[config.mk]
export PLATFORM = sky130hd
export DESIGN_NAME = free_list
export DESIGN_NICKNAME = d
export VERILOG_FILES = /design/src/rtl/free_list.sv
export SDC_FILE = /design/constraint.sdc
export NUM_CORES = 1
export LEC_CHECK = 0
export CAP_MARGIN = 25
export CORE_MARGIN = 4
export CORE_UTILIZATION = 55
export DETAILED_ROUTE_END_ITERATION = 10
export PLACE_DENSITY = 0.69
export SETUP_SLACK_MARGIN = 0.4
export SLEW_MARGIN = 0
export SYNTH_ARGS = -nofsm -noshare
export SYNTH_HDL_FRONTEND = slang
export SYNTH_SLANG_ARGS = --single-unit
export TNS_END_PERCENT = 1
[constraint.sdc]
create_clock -name clk -period 7.21 [get_ports clk]
set_input_delay 1.442 -clock clk [delete_from_list [all_inputs] [get_ports clk]]
set_output_delay 1.442 -clock clk [all_outputs]
set_load 0.01 [all_outputs]
[src/rtl/free_list.sv]
// free_list: circular free list of physical register tags for a 2-wide rename stage.
// Revision 1.0 - initial release.
`default_nettype none

module free_list #(
  parameter int PREG_NUMBER    = 64,
  parameter int ARCHREG_NUMBER = 32,
  localparam int DEPTH = PREG_NUMBER - ARCHREG_NUMBER,
  localparam int PW    = $clog2(PREG_NUMBER),
  localparam int AW    = $clog2(DEPTH),
  localparam int CW    = $clog2(DEPTH) + 1
) (
  input  logic                clk,
  input  logic                reset,
  input  logic [1:0]          alloc_req_i,
  input  logic [1:0]          retire_en_i,
  input  logic [1:0][PW-1:0]  T_old_i,
  input  logic                branch_recover_i,
  output logic [1:0][PW-1:0]  free_preg_o,
  output logic [1:0]          alloc_gnt_o,
  output logic [CW-1:0]       free_count_o,
  output logic [1:0]          fl_status_o
);

  localparam logic [1:0] FL_FULL      = 2'd0;
  localparam logic [1:0] FL_ONE_LEFT  = 2'd1;
  localparam logic [1:0] FL_MORE_LEFT = 2'd2;

  logic [PW-1:0] list_q [DEPTH];
  logic [PW-1:0] list_d [DEPTH];
  logic [AW-1:0] head_q, head_d;
  logic [AW-1:0] tail_q, tail_d;
  logic [AW-1:0] chead_q, chead_d;
  logic [CW-1:0] count_q, count_d;

  logic [1:0]    honoured;
  logic [1:0]    n_req;
  logic [1:0]    n_gnt;
  logic [1:0]    n_ret;
  logic [AW-1:0] wr1_ptr;

  // Pointers advance by at most 2 per cycle, so one conditional subtract wraps them.
  function automatic logic [AW-1:0] ptr_add(input logic [AW-1:0] p, input logic [1:0] n);
    logic [AW:0] s;
    s = {1'b0, p} + (AW+1)'(n);
    if (s >= (AW+1)'(DEPTH)) s = s - (AW+1)'(DEPTH);
    return s[AW-1:0];
  endfunction

  always_comb begin
    honoured    = {alloc_req_i[1] & alloc_req_i[0], alloc_req_i[0]};
    n_req       = {1'b0, honoured[0]} + {1'b0, honoured[1]};
    alloc_gnt_o = 2'b00;
    if (!branch_recover_i && (CW'(n_req) <= count_q)) alloc_gnt_o = honoured;
    n_gnt = {1'b0, alloc_gnt_o[0]} + {1'b0, alloc_gnt_o[1]};
    n_ret = {1'b0, retire_en_i[0]} + {1'b0, retire_en_i[1]};

    // Slot1 lands behind slot0 only when slot0 also returned a tag.
    wr1_ptr = ptr_add(tail_q, {1'b0, retire_en_i[0]});
    list_d  = list_q;
    if (retire_en_i[0]) list_d[tail_q]  = T_old_i[0];
    if (retire_en_i[1]) list_d[wr1_ptr] = T_old_i[1];

    tail_d  = ptr_add(tail_q, n_ret);
    chead_d = ptr_add(chead_q, n_ret);
    if (branch_recover_i) begin
      head_d  = chead_d;
      count_d = CW'(DEPTH);
    end else begin
      head_d  = ptr_add(head_q, n_gnt);
      count_d = count_q - CW'(n_gnt) + CW'(n_ret);
    end
  end

  always_ff @(posedge clk) begin
    if (reset) begin
      for (int i = 0; i < DEPTH; i++) list_q[i] <= PW'(ARCHREG_NUMBER + i);
      head_q  <= '0;
      tail_q  <= '0;
      chead_q <= '0;
      count_q <= CW'(DEPTH);
    end else begin
      list_q  <= list_d;
      head_q  <= head_d;
      tail_q  <= tail_d;
      chead_q <= chead_d;
      count_q <= count_d;
    end
  end

  assign free_preg_o[0] = list_q[head_q];
  assign free_preg_o[1] = list_q[ptr_add(head_q, 2'd1)];
  assign free_count_o   = count_q;
  assign fl_status_o    = (count_q >= CW'(2)) ? FL_MORE_LEFT :
                          (count_q == CW'(1)) ? FL_ONE_LEFT  : FL_FULL;

`ifndef SYNTHESIS
  // Returned tags can never outnumber the tags currently handed out.
  always_ff @(posedge clk) begin
    if (!reset) begin
      assert (int'(count_q) - int'(n_gnt) + int'(n_ret) <= DEPTH)
        else $error("free_list: push overflows list");
      assert (int'(n_ret) <= DEPTH - int'(count_q))
        else $error("free_list: committed head passes allocation head");
    end
  end
`endif

endmodule

`default_nettype wire

-- Word-level counts from Yosys, hierarchy flattened
Cells that the tools add are included.
- bitwise gates (word level): 5
- $lt $le $gt $ge: 13
- add/sub/neg operators: 15
- reductions and logical operators: 5
- equality and inequality tests: 1
- mux-type cells: 23
- operator list (kind ; number):
    192-bit bitwise mux ; 2
    192-bit two-way mux ; 2
    6-bit binary-select mux with 5-bit select ; 2
    6-bit demux with 5-bit select ; 2
    6-bit greater-or-equal comparator, second input constant ; 9
    6-bit two-way mux ; 6
    5-bit two-way mux ; 6
    5-bit by 1-bit subtractor with 5-bit output, second input constant ; 5
    5-bit inverter with 6-bit output ; 4
    5-bit by 2-bit adder with 6-bit output ; 3
    6-bit by 1-bit less-than comparator with 1-bit output, second input constant ; 2
    1-bit by 1-bit adder with 2-bit output ; 3
    5-bit by 1-bit adder with 6-bit output ; 1
    5-bit by 1-bit adder with 6-bit output, second input constant ; 1
    6-bit by 2-bit adder with 6-bit output ; 1
    6-bit by 1-bit equality test with 1-bit output, second input constant ; 1
    6-bit by 2-bit greater-or-equal comparator with 1-bit output, second input constant ; 1
    2-bit by 6-bit <= comparator with 1-bit output ; 1
    6-bit by 2-bit subtractor with 6-bit output ; 1
    2-bit two-way mux ; 2
    1-bit logical AND ; 3
    2-bit OR reduction ; 1
    1-bit bitwise AND ; 1
    1-bit zero test ; 1
    1-bit two-way mux ; 1
- bits in registers: 213
- bits of input ports: 19
- output and inout bits: 22

-- Logic depth before layout (Yosys ltp)
Gate-level depths: netlist of the first run.
- word-level depth: 10
- depth in mapped cells: 17

-- Worst setup path after synthesis of the first run
OpenSTA, ideal clock, no wires.
- kind: in2reg
- from: input port alloc_req_i[1]
- to: register count_q[4], in the netlist free_count_o[4]
- data required time: 7077 ps
- arrival time: 4322 ps
- stages on the path: 16
- library setup time: 133 ps
- slack: 2755 ps
- path through: and2_1 -> ha_1 -> a21oi_1 -> a211oi_1 -> nor3b_1 -> and2_1 -> ha_1 -> ha_1 -> inv_1 -> ha_1 -> fa_1 -> a21oi_1 -> nor2_1 -> nor2_1 -> xor2_1 -> nor3_1
- cells in the longest elaborated chain, start to end: 8
- RTL lines (what ; line ; source):
    start, declared ; 15 ; input logic [1:0] alloc_req_i,
    1-bit bitwise AND ; 51 ; honoured = {alloc_req_i[1] & alloc_req_i[0], alloc_req_i[0]};
    1-bit by 1-bit adder with 2-bit output ; 52 ; n_req = {1'b0, honoured[0]} + {1'b0, honoured[1]};
    2-bit by 6-bit <= comparator with 1-bit output ; 54 ; if (!branch_recover_i && (CW'(n_req) <= count_q)) alloc_gnt_o = honoured;
    1-bit logical AND ; 54 ;
    2-bit two-way mux ; 54 ;
    named net alloc_gnt_o[0] ; 20 ; output logic [1:0] alloc_gnt_o,
    1-bit by 1-bit adder with 2-bit output ; 55 ; n_gnt = {1'b0, alloc_gnt_o[0]} + {1'b0, alloc_gnt_o[1]};
    6-bit by 2-bit subtractor with 6-bit output ; 71 ; count_d = count_q - CW'(n_gnt) + CW'(n_ret);
    6-bit by 2-bit adder with 6-bit output ; 71 ;
    end signal, assigned ; 81 ; count_q <= CW'(DEPTH);
    end signal, assigned ; 87 ; count_q <= count_d;
    end, declared ; 34 ; logic [CW-1:0] count_q, count_d;
The timed path passes the listed nets, and every way through them passes these cells.
A chain may end at the register's enable or synchronous reset.

==> results of run 1 <==
[logic make-up after synthesis]
group,Yosys count,synth area share [%]
buffers and inverters,144,4.604
xor gates and xnor gates,13,0.8791
adders and majority gates,26,2.628
DFF,213,30.89
AOI/OAI and AO/OA,164,8.293
and+or+nand+nor,364,11.86
muxes,414,40.85
[sequential cells by signal, summed over array words and instances (netlist names)]
| signal | cells |
|---|---|
| tail_q | 5 |
| head_q | 5 |
| chead_q | 5 |
| free_count_o | 6 |
| list_q | 192 |
[Yosys cell counts (22+ instances only)]
cell	n	share of area (%)
inv_1	22	0.60
mux4_2	108	18
nor3_1	48	1.7
nor2_1	111	3.0
buf_2	22	0.80
a211oi_1	56	3.0
dfxtp_1	213	31
mux2i_1	191	14
nand2_1	129	3.5
mux2_2	113	9.2
clkbuf_1	73	2.0
a31oi_1	42	1.9
[report_power, final]
group,internal [W],leakage (nW),switching (W)
clock,0.000775,0.416,0.000530
combinational,0.000374,3.57,0.000437
sequential,0.00122,1.73,0.0000678
total,0.00237,5.72,0.00103
[path summary, 6_finish.rpt]
check	start	to	slack, ps	depth (start not counted)
worst max register to register	free_count_o[1]	free_count_o[4]	3830	16
worst max-delay path	head_q[0]	free_preg_o[8]	1360	7
worst min register to register	chead_q[4]	chead_q[4]	500	2
worst min-delay path	chead_q[4]	chead_q[4]	500	2
[critical path, stage by stage, from the launching register on]
cell             delay (ps)
dfxtp_4                 870
buf_4                   770
nand3_1                 260
nand3b_1                170
o21ai_1                 170
a32o_1                  300
a311oi_1                630
clkdlybuf4s50_1         670
[cell type report]
type                    instances  area (µm²)  area share (%)
clock buffers                  37       772.0           5.103
clock inverters                 8       73.82          0.4880
inverters                      24       91.34          0.6038
multi-input cells             981        8919           58.96
flip-flops and latches        213        4269           28.22
well taps                     324       405.4           2.680
repair buffers                 64       596.8           3.945
[routing by layer]
layer / wire length [µm] / part of all wire [%] / global-route usage, %
met5: 0 / 0 / 0
met2: 18570 / 43 / 44.46
met3: 5254 / 12 / 8.699
met4: 1341 / 3.1 / 8.253
met1: 17820 / 41 / 44.20
[per-stage QoR]
step / worst slack (ps) / instances / utilization (%) / hold slack [ps]
floorplan: 2755 / 1338 / - / 465.0
global placement: 2109 / 1604 / 58.05 / 489.1
CTS: 1462 / 1651 / 61.66 / 498.7
global route: 1071 / 1651 / 61.66 / 536.2
detailed placement: 2017 / 1606 / 58.21 / 490.2
finish: 1363 / 1651 / 61.66 / 496.2
==> impl_metrics.env, run 1 <==
export IMPL_clock_skew_ps=11.77
export IMPL_period_needed_ps=5847
export IMPL_clock_latency_ps=540
export IMPL_vias=11300
export IMPL_core_area_um2=24530
export IMPL_post_route_period_util_pct=81.10
export IMPL_grt_setup_unrepaired="false"
export IMPL_ant_nets=0
export IMPL_antenna_found_initial=0
export IMPL_p_leak_nw=5.717
export IMPL_grt_start_max_net_pins=94
export IMPL_critPathKind="reg -> out"
export IMPL_drive_gt1_share_pct=23.06
export IMPL_syn_cell_area_um2=13810
export IMPL_drt_iter0_markers=1624
export IMPL_drt_total_wl_mm=42.99
export IMPL_root_buffer="clkbuf_16"
export IMPL_power_w=0.003403
export IMPL_ys_ff_latch=213
export IMPL_crit_arrival_ps=4410
export IMPL_yosysWarnings=0
export IMPL_ios=41
export IMPL_clock_sinks=213
export IMPL_post_cts_resize_count=0
export IMPL_die_w_um=166.4
export IMPL_dp_hpwl_mm=28.64
export IMPL_area_growth_pct=9.570
export IMPL_die_y_um=166.4
export IMPL_synth_edf_count=0
export IMPL_holdBufCountCts=0
export IMPL_gr_total_overflow=0
export IMPL_setup_violations=0
export IMPL_cp_required_ps=5770
export IMPL_cts_buffers=25
export IMPL_groute_usage_overall_pct=30.32
export IMPL_ys_flop_type="dfxtp_1"
export IMPL_final_area_um2=15130
export IMPL_hold_viol=0
export IMPL_peakVddDrop_v=0.0001206
export IMPL_grt_pass1_vias=10630
export IMPL_grt_pass1_wl_mm=66.72
export IMPL_synthCells=1338
export IMPL_placementRows=57
export IMPL_hold_class="reg -> reg"
export IMPL_start_kind="flop"
export IMPL_io_buffer_count=40
export IMPL_cp_max_fo=53
export IMPL_final_fill_count=2032
export IMPL_end_kind="primary output"
export IMPL_max_freq_mhz=171.0
export IMPL_first_pass_iters=6
export IMPL_synth_yosys_seq_area_share_pct=30.89
export IMPL_die_area_um2=27700
export IMPL_final_cell_mix="dfxtp_1, mux2i_1, nand2_1"
export IMPL_clk_path_buf_depth=3
export IMPL_placed_area_um2=14280
export IMPL_status="completed"
export IMPL_fin_tns_setup_ps=0
export IMPL_cts_htree_levels=1
export IMPL_vias_per_cell=6.846
export IMPL_cts_tree="yes"
export IMPL_slew_headroom_pct=24.08
export IMPL_layout_commonest_cell="dfxtp_1"
export IMPL_syn_nets=1383
export IMPL_gp_congestion=1.008
export IMPL_async_reset_ff_share_pct=0
export IMPL_start_util_pct=56.27
export IMPL_wire_per_inst_um=26.04
export IMPL_ys_types=57
export IMPL_finalNetCount=1354
export IMPL_final_max_slew_violation_count=0
export IMPL_post_cts_setup_buffers=0
export IMPL_drc=0
export IMPL_cap_violations=0
export IMPL_clk_pin_slew_ps=70
export IMPL_avgSynthCellArea_um2=10.32
export IMPL_diodes=0
export IMPL_power_density_nw_per_um2=225.0
export IMPL_tightest_slew_ps=1139
(Power assumes the default switching activity.)
==> run 2: changes to the inputs <==
==> constraint.sdc (replaced) <==
create_clock -name clk -period 5.9 [get_ports clk]
set_input_delay 1.18 -clock clk [delete_from_list [all_inputs] [get_ports clk]]
set_output_delay 1.18 -clock clk [all_outputs]
set_load 0.01 [all_outputs]
==> run 2 against run 1 <==
Register-to-register slack got worse by 1200 ps. Sequential power is 22% higher. Power increased by 21%. Critical path depth is the same. Core utilization shrank 0.30 points. Wire length down 0.27%. Critical path type unchanged. Die area did not move. Largest power group is now sequential cells. Final cell count is 0.12% higher. Highest routed layer unchanged. Global-route usage shrank 0.34 points. Final area decreased by 0.48%.
==> impl_metrics.env, run 2 (synthesis results as in run 1) <==
export IMPL_status="completed"
export IMPL_die_y_um=166.4
export IMPL_multiInputGateArea_um2=8919
export IMPL_clock_latency_ps=540
export IMPL_antenna_found_initial=0
export IMPL_holdBufCountCts=0
export IMPL_grt_setup_unrepaired="false"
export IMPL_gr_total_overflow=0
export IMPL_power_density_nw_per_um2=274.2
export IMPL_die_area_um2=27700
export IMPL_crit_start="head_q[0]"
export IMPL_post_cts_resize_count=0
export IMPL_hold_viol=0
export IMPL_peakVddDrop_v=0.0001701
export IMPL_cts_buffers=25
export IMPL_period_needed_ps=5139
export IMPL_dp_cells=1606
export IMPL_pwr_share_seq_pct=38.0
export IMPL_power_net_switching_w=0.001276
export IMPL_clk_pin_slew_ps=70
export IMPL_hold_class="reg -> reg"
export IMPL_fin_tns_setup_ps=0
export IMPL_ant_nets=0
export IMPL_combinationalPowerShare_pct=24.8
export IMPL_clock_skew_ps=22.65
export IMPL_timing_rr_start="free_count_o[1]"
export IMPL_root_buffer="clkbuf_16"
export IMPL_max_freq_mhz=194.6
export IMPL_area_growth_pct=9.044
export IMPL_setup_violations=0
export IMPL_dp_hpwl_mm=28.83
export IMPL_swShare_pct=30.90
export IMPL_regArea_um2=4269
export IMPL_internal_power_w=0.002852
export IMPL_post_route_period_util_pct=87.11
export IMPL_final_cells=1653
export IMPL_regToRegSetupSlack_ps=2620
export IMPL_r2r_end="free_count_o[4]"
export IMPL_start_util_pct=56.27
export IMPL_wire_per_inst_um=25.93
export IMPL_core_area_um2=24530
export IMPL_final_max_slew_violation_count=0
export IMPL_drive_gt1_share_pct=22.89
export IMPL_top_register="list_q"
export IMPL_ios=41
export IMPL_first_pass_iters=6
export IMPL_placementRows=57
export IMPL_grt_pass1_vias=10690
export IMPL_cts_tree="yes"
export IMPL_cap_violations=0
export IMPL_layout_commonest_cell="dfxtp_1"
export IMPL_vias=11250
export IMPL_drt_iter0_markers=1357
export IMPL_cp_required_ps=4720
export IMPL_cp_max_fo=36
export IMPL_largest_register_ffs=192
export IMPL_grt_start_max_net_pins=79
export IMPL_die_w_um=166.4
export IMPL_drt_total_wl_mm=42.87
export IMPL_cts_htree_levels=1
export IMPL_vias_per_cell=6.807
export IMPL_cp_endpoint="free_preg_o[10]"
export IMPL_p_leak_nw=5.687
export IMPL_clkPwrFrac_pct=37.2
export IMPL_tightest_slew_ps=1188
export IMPL_gp_congestion=1.033
export IMPL_io_buffer_count=40
export IMPL_final_fill_count=2024
export IMPL_drc=0
export IMPL_slew_headroom_pct=20.72
export IMPL_end_kind="primary output"
export IMPL_hold_path_startpoint="chead_q[4]"
export IMPL_grt_pass1_wl_mm=66.35
export IMPL_post_cts_setup_buffers=0
export IMPL_final_cell_mix="dfxtp_1, mux2i_1, nand2_1"
export IMPL_clk_path_buf_depth=3
export IMPL_finalNetCount=1354
export IMPL_rr_worst_depth=16
export IMPL_groute_usage_overall_pct=29.97
export IMPL_critPathKind="reg -> out"
export IMPL_clock_sinks=213
export IMPL_start_kind="flop"
export IMPL_crit_arrival_ps=3960
==> run 2: changes by cell type in the layout (fill, tap and decap cells not counted), moves of 2 or more <==
cell             before  now
clkbuf_1              3    8
buf_2                 1    3
buf_4                23   25
clkbuf_8              8    6
clkdlybuf4s50_1      38   36
==> run 2: metrics by stage <==
step	cell area (µm²)	utilization, %	power [W]	setup WS (ps)	hold slack, ps
final	15050	61.36	0.004128	760.5	531.5
after detailed placement	14250	58.07	0.002603	1292	509.0
after floorplan	13810	-	0.002282	1707	465.0
after global placement	14250	58.07	0.002591	1358	504.7
after global routing	15050	61.35	0.004270	591.0	547.0
after CTS	15050	61.35	0.004124	777.3	520.6
==> run 2: power by group through the flow <==
stage	Combinational, W	Sequential (W)	Clock, W
floorplan	0.000729	0.00155	0
global placement	0.000997	0.00159	0
detailed placement	0.00101	0.00160	0
CTS	0.00101	0.00157	0.00155
global route	0.00108	0.00158	0.00161
finish	0.00102	0.00157	0.00154
==> run 2: layout make-up <==
class / instances / area share, %
tap: 324 / 2.693
inverter: 24 / 0.6067
antenna: 1 / 0.01662
sequential: 213 / 28.36
multi-input combinational: 981 / 59.24
clock buffer: 39 / 4.904
timing repair buffer: 64 / 3.740
clock inverter: 7 / 0.4405
==> run 2: worst max-delay path, cell delays in order, from the launching register on <==
cell and delay [ps]:
dfxtp_4 740, ha_4 590, buf_4 330, mux4_2 250
nand2_1 50, a32o_1 300, a311oi_1 490, clkdlybuf4s50_1 640
==> run 2: metal layers <==
metal | GRT usage, % | vias to the layer above | routed length, µm
li1 | - | 4943 | -
met1 | 42.31 | 5537 | 17490
met2 | 45.66 | 656 | 19060
met3 | 6.305 | 116 | 4350
met4 | 11.42 | 0 | 1960
met5 | 0 | - | 0
==> run 2: how the worst min path moves through the flow <==
| stage | endpoint | slack (ps) | depth (start not counted) |
|---|---|---|---|
| floorplan | chead_q[4] | 460 | 2 |
| global placement | chead_q[4] | 500 | 2 |
| detailed placement | chead_q[4] | 510 | 2 |
| CTS | chead_q[4] | 520 | 2 |
| global route | chead_q[4] | 550 | 2 |
| finish | chead_q[4] | 530 | 2 |
